===== src/rtl/run_control.sv =====
// Front-panel run/halt controller: conditions four raw push-buttons into one-clock
// events and sequences RUN/HALT/STEPI/STEPC so stops and steps land on strobe boundaries.
module run_control #(
  parameter int DEBOUNCE_CYCLES = 16
) (
  input  logic CK,
  input  logic CLEAR_N,
  input  logic SW_START,
  input  logic SW_STOP,
  input  logic SW_STEPI,
  input  logic SW_STEPC,
  input  logic HLT_INSTR,
  input  logic STB_LAST,
  input  logic STB_ANY,
  output logic RUN,
  output logic HALT,
  output logic STEPI,
  output logic STEPC,
  output logic RUN_LED
);

  localparam int CW = $clog2(DEBOUNCE_CYCLES) + 1;
  localparam logic [CW-1:0] CNT_LAST = CW'(DEBOUNCE_CYCLES - 1);

  localparam int EV_START = 0;
  localparam int EV_STOP  = 1;
  localparam int EV_STEPI = 2;
  localparam int EV_STEPC = 3;

  // State encoding doubles as the output vector {RUN, HALT, STEPI, STEPC},
  // so every output comes straight from a flop with no decode glitches.
  localparam logic [3:0] S_IDLE     = 4'b0100;
  localparam logic [3:0] S_RUNNING  = 4'b1000;
  localparam logic [3:0] S_STOPPING = 4'b1100;
  localparam logic [3:0] S_STEP_I   = 4'b1010;
  localparam logic [3:0] S_STEP_C   = 4'b1001;

  logic [3:0] raw;
  logic [3:0] ev;

  assign raw = {SW_STEPC, SW_STEPI, SW_STOP, SW_START};

  for (genvar i = 0; i < 4; i++) begin : g_sw
    logic          sync1;
    logic          sync2;
    logic          level;
    logic          pulse;
    logic [CW-1:0] cnt;

    // NOTE: sequential state uses non-blocking assignments so every flop samples
    // pre-edge values; blocking here would collapse the synchroniser chain.
    always_ff @(posedge CK or negedge CLEAR_N) begin
      if (!CLEAR_N) begin
        sync1 <= 1'b0;
        sync2 <= 1'b0;
        level <= 1'b0;
        pulse <= 1'b0;
        cnt   <= '0;
      end else begin
        sync1 <= raw[i];
        sync2 <= sync1;
        pulse <= 1'b0;
        if (sync2 == level) begin
          cnt <= '0;
        end else if (cnt == CNT_LAST) begin
          // Accept the new level; only a press (0->1) produces an event.
          level <= sync2;
          pulse <= sync2;
          cnt   <= '0;
        end else begin
          cnt <= cnt + CW'(1);
        end
      end
    end

    assign ev[i] = pulse;
  end

  logic [3:0] state;
  logic [3:0] state_nxt;

  // NOTE: state_nxt gets a default before the case so no path leaves it
  // unassigned, which would otherwise infer a latch.
  always_comb begin
    state_nxt = state;
    case (state)
      S_IDLE: begin
        if (ev[EV_STOP])       state_nxt = S_IDLE;
        else if (ev[EV_START]) state_nxt = S_RUNNING;
        else if (ev[EV_STEPI]) state_nxt = S_STEP_I;
        else if (ev[EV_STEPC]) state_nxt = S_STEP_C;
      end
      S_RUNNING: begin
        if (ev[EV_STOP] || HLT_INSTR) state_nxt = STB_LAST ? S_IDLE : S_STOPPING;
      end
      S_STOPPING: begin
        if (STB_LAST) state_nxt = S_IDLE;
      end
      S_STEP_I: begin
        if (STB_LAST)         state_nxt = S_IDLE;
        else if (ev[EV_STOP]) state_nxt = S_STOPPING;
      end
      S_STEP_C: begin
        if (STB_ANY || ev[EV_STOP]) state_nxt = S_IDLE;
      end
      default: state_nxt = S_IDLE;
    endcase
  end

  always_ff @(posedge CK or negedge CLEAR_N) begin
    if (!CLEAR_N) state <= S_IDLE;
    else          state <= state_nxt;
  end

  assign {RUN, HALT, STEPI, STEPC} = state;
  assign RUN_LED = state[3];

endmodule


===== config.mk =====
export PLATFORM = sky130hd
export DESIGN_NAME = run_control
export DESIGN_NICKNAME = d
export VERILOG_FILES = /design/src/rtl/run_control.sv
export SDC_FILE = /design/constraint.sdc
export NUM_CORES = 1
export LEC_CHECK = 0
export CAP_MARGIN = 20
export CORE_MARGIN = 10
export CORE_UTILIZATION = 35
export CTS_BUF_LIST = sky130_fd_sc_hd__clkbuf_8
export DETAILED_ROUTE_END_ITERATION = 8
export PLACE_DENSITY = 0.6
export SYNTH_ARGS = -nofsm -noshare
export SYNTH_HDL_FRONTEND = slang
export SYNTH_SLANG_ARGS = --single-unit
export TNS_END_PERCENT = 5

===== constraint.sdc =====
create_clock -name CK -period 4.7 [get_ports CK]
set_clock_uncertainty 0.2 [all_clocks]
set_input_delay 1.41 -clock CK [delete_from_list [all_inputs] [get_ports CK]]
set_output_delay 1.41 -clock CK [all_outputs]
set_load 0.02 [all_outputs]

==> flow_summary.ini, run 1 <==
[run_status]
status = finished, final reports clean

[clocking]
clk_pin_slew_ns = 0.08
postCtsSetupBuffers = 0
root_buffer = clkbuf_8
numCtsBuffers = 5
clock-sinks = 40
cts_tree = done
cts_resized = 0
cts_hold_buf = 0
htree_levels = 2
insertion_delay_ns = 0.29
cts.path.max_buffers = 2

[floorplanning]
initial_core_util_pct = 36.5
die_w_um = 87.9
fp.coreArea_um2 = 4410
dieArea_um2 = 7720
die_height_um = 87.9
ios = 14
row_count = 24

[layout]
antennaDiodeCount = 0
seq_area_um2 = 1000
drive_gt1_share_pct = 11.0
nFillCells = 404
fin_nets = 167
area_delta_synth_final_pct = 17.1
stdcell_area_um2 = 1890
multiInputGateArea_um2 = 579

[timing]
hold_viol = 0
max_freq_ghz = 0.325
finalSetupViolations = 0
maxSlewHeadroom_pct = 42.2
slew_violations = 0
worst_pin_slew_ns = 0.867
min_period_ns = 3.08
fin_crit_sh_pct = 65.5
rsz0062_at_grt = no
setup_tns_ns = 0

[worst_setup_path]
path_cells = clkdlybuf4s50_1
cpPeakStageDelay_ns = 0.61
end_kind = output port
cp_slowest_cell = clkdlybuf4s50_1
worst_setup_path_start_kind = flop
critical_path_class = reg -> out
required_ns = 3.09
cp_max_fo = 5
worst_ep_arrival_time_ns = 1.47
cp.buffers_inverters = 1
critPathTopFamily = buffers and inverters

[placement]
gp_congestion = 0.805
hpwl_um = 1840
placed_area_um2 = 1790
io_buffers = 13

[synthesis]
synthTopCellsByArea = dfrtp_1 (61%), mux2_2 (3.5%), nor2_1 (3.5%), xnor2_1 (3.3%), ha_1 (3.1%)
synthArstFlopShare_pct = 100
synthesis.nets = 148
ys_ff_latch = 40
synth_cell_type_count = 30
seq_area_frac_synth_pct = 62.2
avgSynthCellArea_um2 = 11.9
netlist_instances = 135
yosys.area.top_type = dfrtp_1
yosys_warnings = 0
synth_top_area_share_pct = 60.6
synth_enable_flop_cells = 0
syn_area_um2 = 1610
synth_ff_type = dfrtp_1

[pwr]
leakage_uw = 0.000851
power.density_nw_per_um2 = 335
ir_worst_vdd_v = 0.000150

[drt]
postRouteAntennaNets = 0
first_pass_iters = 4
dr_total_vias = 1049
drt_iter0_drc = 53
vias_per_cell = 5.07
routed_wl_um = 2590
remaining_drc_errors = 0
wl_per_cell_um = 12.5

[global_routing]
grt_pass1_wl_um = 4690
grt_remaining_overflow = 0
globalRouteTotalUtil_pct = 7.62
grt_max_degree = 41
antenna_found_initial = 0
grt_pass1_vias = 1117

[job]
cap_violations = 0

[worst_hold_path]
hold_class = reg -> reg
## routing by layer
| layer | wire, um | share of wire [%] | track usage, % | vias to the layer above |
|---|---|---|---|---|
| met2 | 1250 | 48 | 13.1 | 20 |
| met5 | 0 | 0 | 0 | - |
| met4 | 12 | 0.46 | 3.19 | 0 |
| met1 | 1160 | 45 | 7.78 | 524 |
| li1 | - | - | - | 503 |
| met3 | 173 | 6.7 | 3.62 | 2 |
## area by class of cell
class | count | area share [%]
Timing Repair Buffer | 13 | 6.63
Sequential cell | 40 | 53.1
Tap cell | 52 | 3.45
Inverter | 6 | 1.19
Clock buffer | 6 | 4.38
Multi-Input combinational cell | 88 | 30.7
Clock inverter | 2 | 0.531
## metrics by stage
step | hold slack (ns) | setup slack, ns | power [uW] | instances | util, %
2_1_floorplan | 0.131 | 2.41 | 389 | 135 | -
3_3_place_gp | 0.133 | 1.91 | 405 | 199 | 40.6
6_report | 0.150 | 1.62 | 631 | 207 | 42.7
4_1_cts | 0.152 | 1.60 | 642 | 207 | 42.7
5_1_grt | 0.162 | 1.57 | 664 | 207 | 42.7
3_5_place_dp | 0.135 | 1.87 | 408 | 199 | 40.6
## cells in the mapped netlist (2+ instances only)
cell type and n:
nor4b_1 3, nor3b_1 2, nor2b_1 6, o21ai_0 4, nand4b_1 3, a21oi_1 8
dfrtp_1 39, nand3_1 6, inv_1 6, xnor2_1 6, nor3_1 5, xor2_1 3
nor2_1 15, nand2_1 6, ha_1 4, mux2_2 5
## power by group
part | internal (uW) | switching (uW)
clock | 117 | 114
combinational | 17.0 | 17.2
sequential | 356 | 9.87
## cells by family after synthesis
group | count (synthesis) | share of synthesized area (%)
simple gates | 52 | 17.3
compound gates | 17 | 6.52
flops | 40 | 62.2
xor+xnor | 9 | 4.89
fa+ha+maj | 4 | 3.11
mux | 6 | 4.11
buf+inv | 7 | 1.86
## cells in the final DEF (no fill, tap or decap), types with 4 or more instances in the layout
master           synthesis  layout
nand3_1                  6       6
ha_1                     4       4
nor2b_1                  6       6
xnor2_1                  6       6
clkbuf_8                 0       6
nor3_1                   5       5
a21oi_1                  8       8
clkdlybuf4s50_1          0      12
nand2_1                  6       6
o21ai_0                  4       4
dfrtp_1                 39      39
nor2_1                  15      15
mux2_2                   5       5
inv_1                    6       6
## worst paths after layout
check | start | end | slack [ns] | depth (start not counted)
min | g_sw[2].sync1$_DFF_PN0_ | g_sw[2].sync2$_DFF_PN0_ | 0.15 | 0
min reg2reg | g_sw[2].sync1$_DFF_PN0_ | g_sw[2].sync2$_DFF_PN0_ | 0.15 | 0
min in group asynchronous | CLEAR_N | g_sw[2].sync2$_DFF_PN0_ | 1.04 | 1
max reg2reg | g_sw[0].cnt[0]$_DFF_PN0_ | g_sw[0].level$_DFFE_PN0P_ | 3.11 | 4
max in group asynchronous | CLEAR_N | g_sw[3].sync1$_DFF_PN0_ | 2.73 | 1
max | state[2]$_DFFE_PN1P_ | HALT | 1.62 | 1
## state kept, by name, indices dropped and copies added (netlist names)
register,count
g_sw.cnt,20
g_sw.level,4
g_sw.pulse,4
g_sw.sync1,4
g_sw.sync2,4
state,4
(Power assumes the default switching activity.)
==> inputs of run 2 (changes only) <==
Settings changed: PLACE_DENSITY 0.6 to 0.62.
Clock period 4.7 ns to 2.8 ns, I/O delays scaled along.
==> flow_summary.ini, run 2 (synthesis gave the netlist of run 1 again) <==
[drt]
wl_per_cell_um = 12.2
maxUsedRoutingLayer = met4
wl_met1_um = 1240
wl_met2_um = 1110
remaining_drc_errors = 0
postRouteAntennaNets = 0
drt_iter0_drc = 46
routed_wl_um = 2540
vias_per_cell = 4.96
dr_wl_met3_um = 136
first_pass_iters = 4
dr_total_vias = 1032

[timing]
hold_viol = 0
fin_crit_sh_pct = 89.3
worst_pin_slew_ns = 0.434
min_period_ns = 2.50
setup_tns_ns = 0
max_freq_ghz = 0.400
fin_ws_ns = 0.300
slew_violations = 0
finalSetupViolations = 0
rsz0062_at_grt = no
maxSlewHeadroom_pct = 71.1

[placement]
io_buffers = 13
hpwl_um = 1930
gp_congestion = 0.849
dp_slack_ns = 0.515

[worst_setup_path]
path_cells = clkdlybuf4s50_1
critical_path_class = reg -> out
end_kind = output port
cp.buffers_inverters = 1
worst_setup_path_start_kind = flop
worstSetupPathDepth = 1
cp_max_fo = 5
r2r_setup_slack_ns = 1.21
required_ns = 1.76
critPathTopFamily = buffers and inverters
worst_ep_arrival_time_ns = 1.46
reg2reg_depth = 4
cpPeakStageDelay_ns = 0.61
cp_slowest_cell = clkdlybuf4s50_1

[job]
cap_violations = 0

[global_routing]
antenna_found_initial = 0
grt_pass1_vias = 1003
globalRouteTotalUtil_pct = 7.37
grt_max_degree = 21
grt_pass1_wl_um = 4590
grt_remaining_overflow = 0

[pwr]
combPwrFrac_pct = 5.8
power_frac_seq_pct = 60.5
p_int_uw = 793
leakage_uw = 0.000855
switching_share_pct = 21.9
power.density_nw_per_um2 = 538
p_clk_share_pct = 33.7
p_sw_uw = 222
ir_worst_vdd_v = 0.000231

[layout]
final_core_util_pct = 42.7
area_delta_synth_final_pct = 17.1
antennaDiodeCount = 0
largest_register_ffs = 20
mostFrequentLayoutCells = dfrtp_1 (39), nor2_1 (15), clkdlybuf4s50_1 (12)
regMostFlops = g_sw.cnt
fin_nets = 169
layout_commonest_cell = dfrtp_1
drive_gt1_share_pct = 10.9

[clocking]
clock-sinks = 40
cts_hold_buf = 0
numCtsBuffers = 5
htree_levels = 2
cts_resized = 0
root_buffer = clkbuf_8
clk_pin_slew_ns = 0.07
cts_tree = done
postCtsSetupBuffers = 0
insertion_delay_ns = 0.28
cts.path.max_buffers = 2

[floorplanning]
die_height_um = 87.9
dieArea_um2 = 7720
ios = 14
initial_core_util_pct = 36.5
fp.coreArea_um2 = 4410
die_w_um = 87.9
row_count = 24

[run_status]
status = finished, final reports clean

[worst_hold_path]
hold_class = reg -> reg
whs_path_depth = 0
run 2: cell types whose count changed in the layout (fill, tap and decap cells not counted):
cell      before  now
clkbuf_8       6    5
inv_1          6    7
buf_4          0    2
clkinv_2       2    1
run 2: metrics by stage:
step,instance area [um2],hold WS [ns],power [uW],cells
finish,1890,0.149,1020,208
global route,1890,0.157,1070,208
CTS,1890,0.152,1030,208
detailed placement,1810,0.136,685,201
global placement,1810,0.133,682,201
floorplan,1610,0.131,653,135
run 2: area by class of cell:
class,instances,area (um2)
Tap cell,52,65.1
Sequential cell,40,1000
Inverter,6,22.5
Timing Repair Buffer,15,140
Clock inverter,2,8.76
Multi-Input combinational cell,88,579
Clock buffer,5,68.8
Fill cell,424,2530
run 2: path summary, 6_finish.rpt:
check | startpoint | to
setup / recovery | state[2]$_DFFE_PN1P_ | HALT
hold / removal | g_sw[3].sync1$_DFF_PN0_ | g_sw[3].sync2$_DFF_PN0_
setup reg to reg | g_sw[0].cnt[0]$_DFF_PN0_ | g_sw[0].level$_DFFE_PN0P_
hold reg to reg | g_sw[3].sync1$_DFF_PN0_ | g_sw[3].sync2$_DFF_PN0_
max in group asynchronous | CLEAR_N | state[2]$_DFFE_PN1P_
min in group asynchronous | CLEAR_N | g_sw[0].cnt[2]$_DFF_PN0_
run 2: layer usage:
metal / global-route usage (%) / up-vias
met5: 0 / -
met4: 3.91 / 0
met3: 2.60 / 5
met2: 11.0 / 21
met1: 9.15 / 504
li1: - / 502
run 2: power by group through the flow:
stage | sequential (uW) | combinational [uW] | clock (uW)
final | 614 | 59.3 | 342
after global routing | 617 | 70.7 | 386
after CTS | 614 | 61.1 | 356
after detailed placement | 625 | 60.7 | 0
after global placement | 623 | 58.6 | 0
after floorplan | 621 | 31.4 | 0
==> inputs of run 3 (changes only) <==
Settings changed: SETUP_SLACK_MARGIN set to 0.1.
==> results of run 3 <==
No change in the layout: final DEF, timing and power equal those of run 2.
==> patch 1, RTL diff (flow settings as in run 2) <==
Set the parameter `DEBOUNCE_CYCLES` to 32 (it was 16).
--- a/src/rtl/run_control.sv
+++ b/src/rtl/run_control.sv
@@ -3,3 +3,3 @@
 module run_control #(
-  parameter int DEBOUNCE_CYCLES = 16
+  parameter int DEBOUNCE_CYCLES = 32
 ) (
Behaviour: no difference found for any inputs over 10 cycles, from zero or initial values; that may be too few to reach the edited logic, so the function may still have changed.
==> patch 1 against run 2 <==
- total power rose by 7.5%
- design area rose by 12%
- clock power rose by 6%
- setup slack got worse by 0.025 ns
- synthesized area rose by 13%
- first-iteration DRC count rose by 11%
- wire length rose by 13%
- sequential cell count rose by 4
- largest cell class unchanged
- largest power group unchanged
==> patch 1: results <==
[run_status]
outcome = finished, final reports clean

[drt]
detailedRoute.firstIterationViolations = 51
wl_per_cell_um = 11.7
dr.pass1.iters = 4
dr_total_vias = 1139

[layout]
instances_no_fill = 244
drive_gt1_frac = 0.0920
largest_reg_flops = 24
layout.nets = 186
antenna_cells = 0

[grt]
grt_pass1_vias = 1215
grt_usage = 0.0747
grt_max_degree = 27
antenna_found_initial = 0
grt_pass1_wl_um = 5130

[power]
irDropWorstVdd_mv = 0.353
leakagePower_nw = 0.925

[synth]
netlist_top_cells_count = dfrtp_1, nor2_1, nand3_1
synth_edf_count = 0
synth_nets = 165
ys_async_sr_fraction = 1.00
syn_inst = 152
yosysSeqAreaShare = 0.607
ys_types = 36
synth_area_leaders = dfrtp_1, xor2_1, nor2_1

[worst_setup_path]
slowest_delay_ns = 0.61
r2r_end = g_sw[0].level$_DFFE_PN0P_
reg2reg_depth = 4
r2r_slack_ns = 1.06
arrival_ns = 1.48
crit_path_max_fanout = 6

[timing]
finalWorstSetupSlack_ns = 0.275
whs_ns = 0.147
worstMarginPinSlew_ns = 0.563

[hold_path]
min_path_cells = 0
hp-start = g_sw[3].sync1$_DFF_PN0_
hold_path_end = g_sw[3].sync2$_DFF_PN0_
min_path_type = flip-flop to flip-flop

[placed_design]
place_ws_ns = 0.443
hpwlAfterDp_um = 2170
place_congestion = 0.793

[clocking]
cts_made_buffers = 5
cts_resized = 0
h-tree-depth = 2
clk_latency_ns = 0.29
clk_pin_slew_ns = 0.08
cts_setup_buffers = 0
## patch 1: worst max-delay path by stage
stage,start,end
after floorplan,STB_LAST,state[1]$_DFFE_PN0P_
after global placement,STB_LAST,state[1]$_DFFE_PN0P_
after detailed placement,STB_LAST,state[1]$_DFFE_PN0P_
after CTS,state[2]$_DFFE_PN1P_,HALT
after global routing,state[2]$_DFFE_PN1P_,HALT
final,state[2]$_DFFE_PN1P_,HALT
## patch 1: routing by layer
metal | global-route usage | vias to the layer above | part of all wire
met5 | 0 | - | 0
met4 | 0.0347 | 0 | 0.021
met3 | 0.0342 | 7 | 0.047
met2 | 0.126 | 21 | 0.47
met1 | 0.0774 | 543 | 0.46
li1 | - | 568 | -
## patch 1: final cells by class
type,count,area [um^2]
fillers,509,2960
flip-flops and latches,44,1100
multi-input cells,103,692
repair buffers,15,140
well taps,70,87.6
clock buffers,5,68.8
inverters,4,15.0
clock inverters,3,12.5
## patch 1: kinds of logic (layout without fill, tap and decap cells)
kind of cell / after synthesis / count (layout) / share of synthesized area
simple gates: 60 / 60 / 0.180
flops: 44 / 44 / 0.607
compound gates: 19 / 19 / 0.0702
xor+xnor: 17 / 17 / 0.0820
buf+inv: 5 / 27 / 0.0124
fa+ha+maj: 4 / 4 / 0.0275
mux: 3 / 3 / 0.0207
## patch 1: stage by stage
| stage | instance area [um^2] | util |
|---|---|---|
| 2_1_floorplan | 1820 | - |
| 3_3_place_gp | 2040 | 0.401 |
| 3_5_place_dp | 2040 | 0.401 |
| 4_1_cts | 2120 | 0.417 |
| 5_1_grt | 2120 | 0.417 |
| 6_report | 2120 | 0.417 |
## patch 1: where the power goes
group | switching, mW | total, mW | internal, mW
Clock | 0.193 | 0.361 | 0.168
Sequential | 0.0171 | 0.672 | 0.655
Combinational | 0.0305 | 0.0587 | 0.0282
Total | 0.241 | 1.09 | 0.851
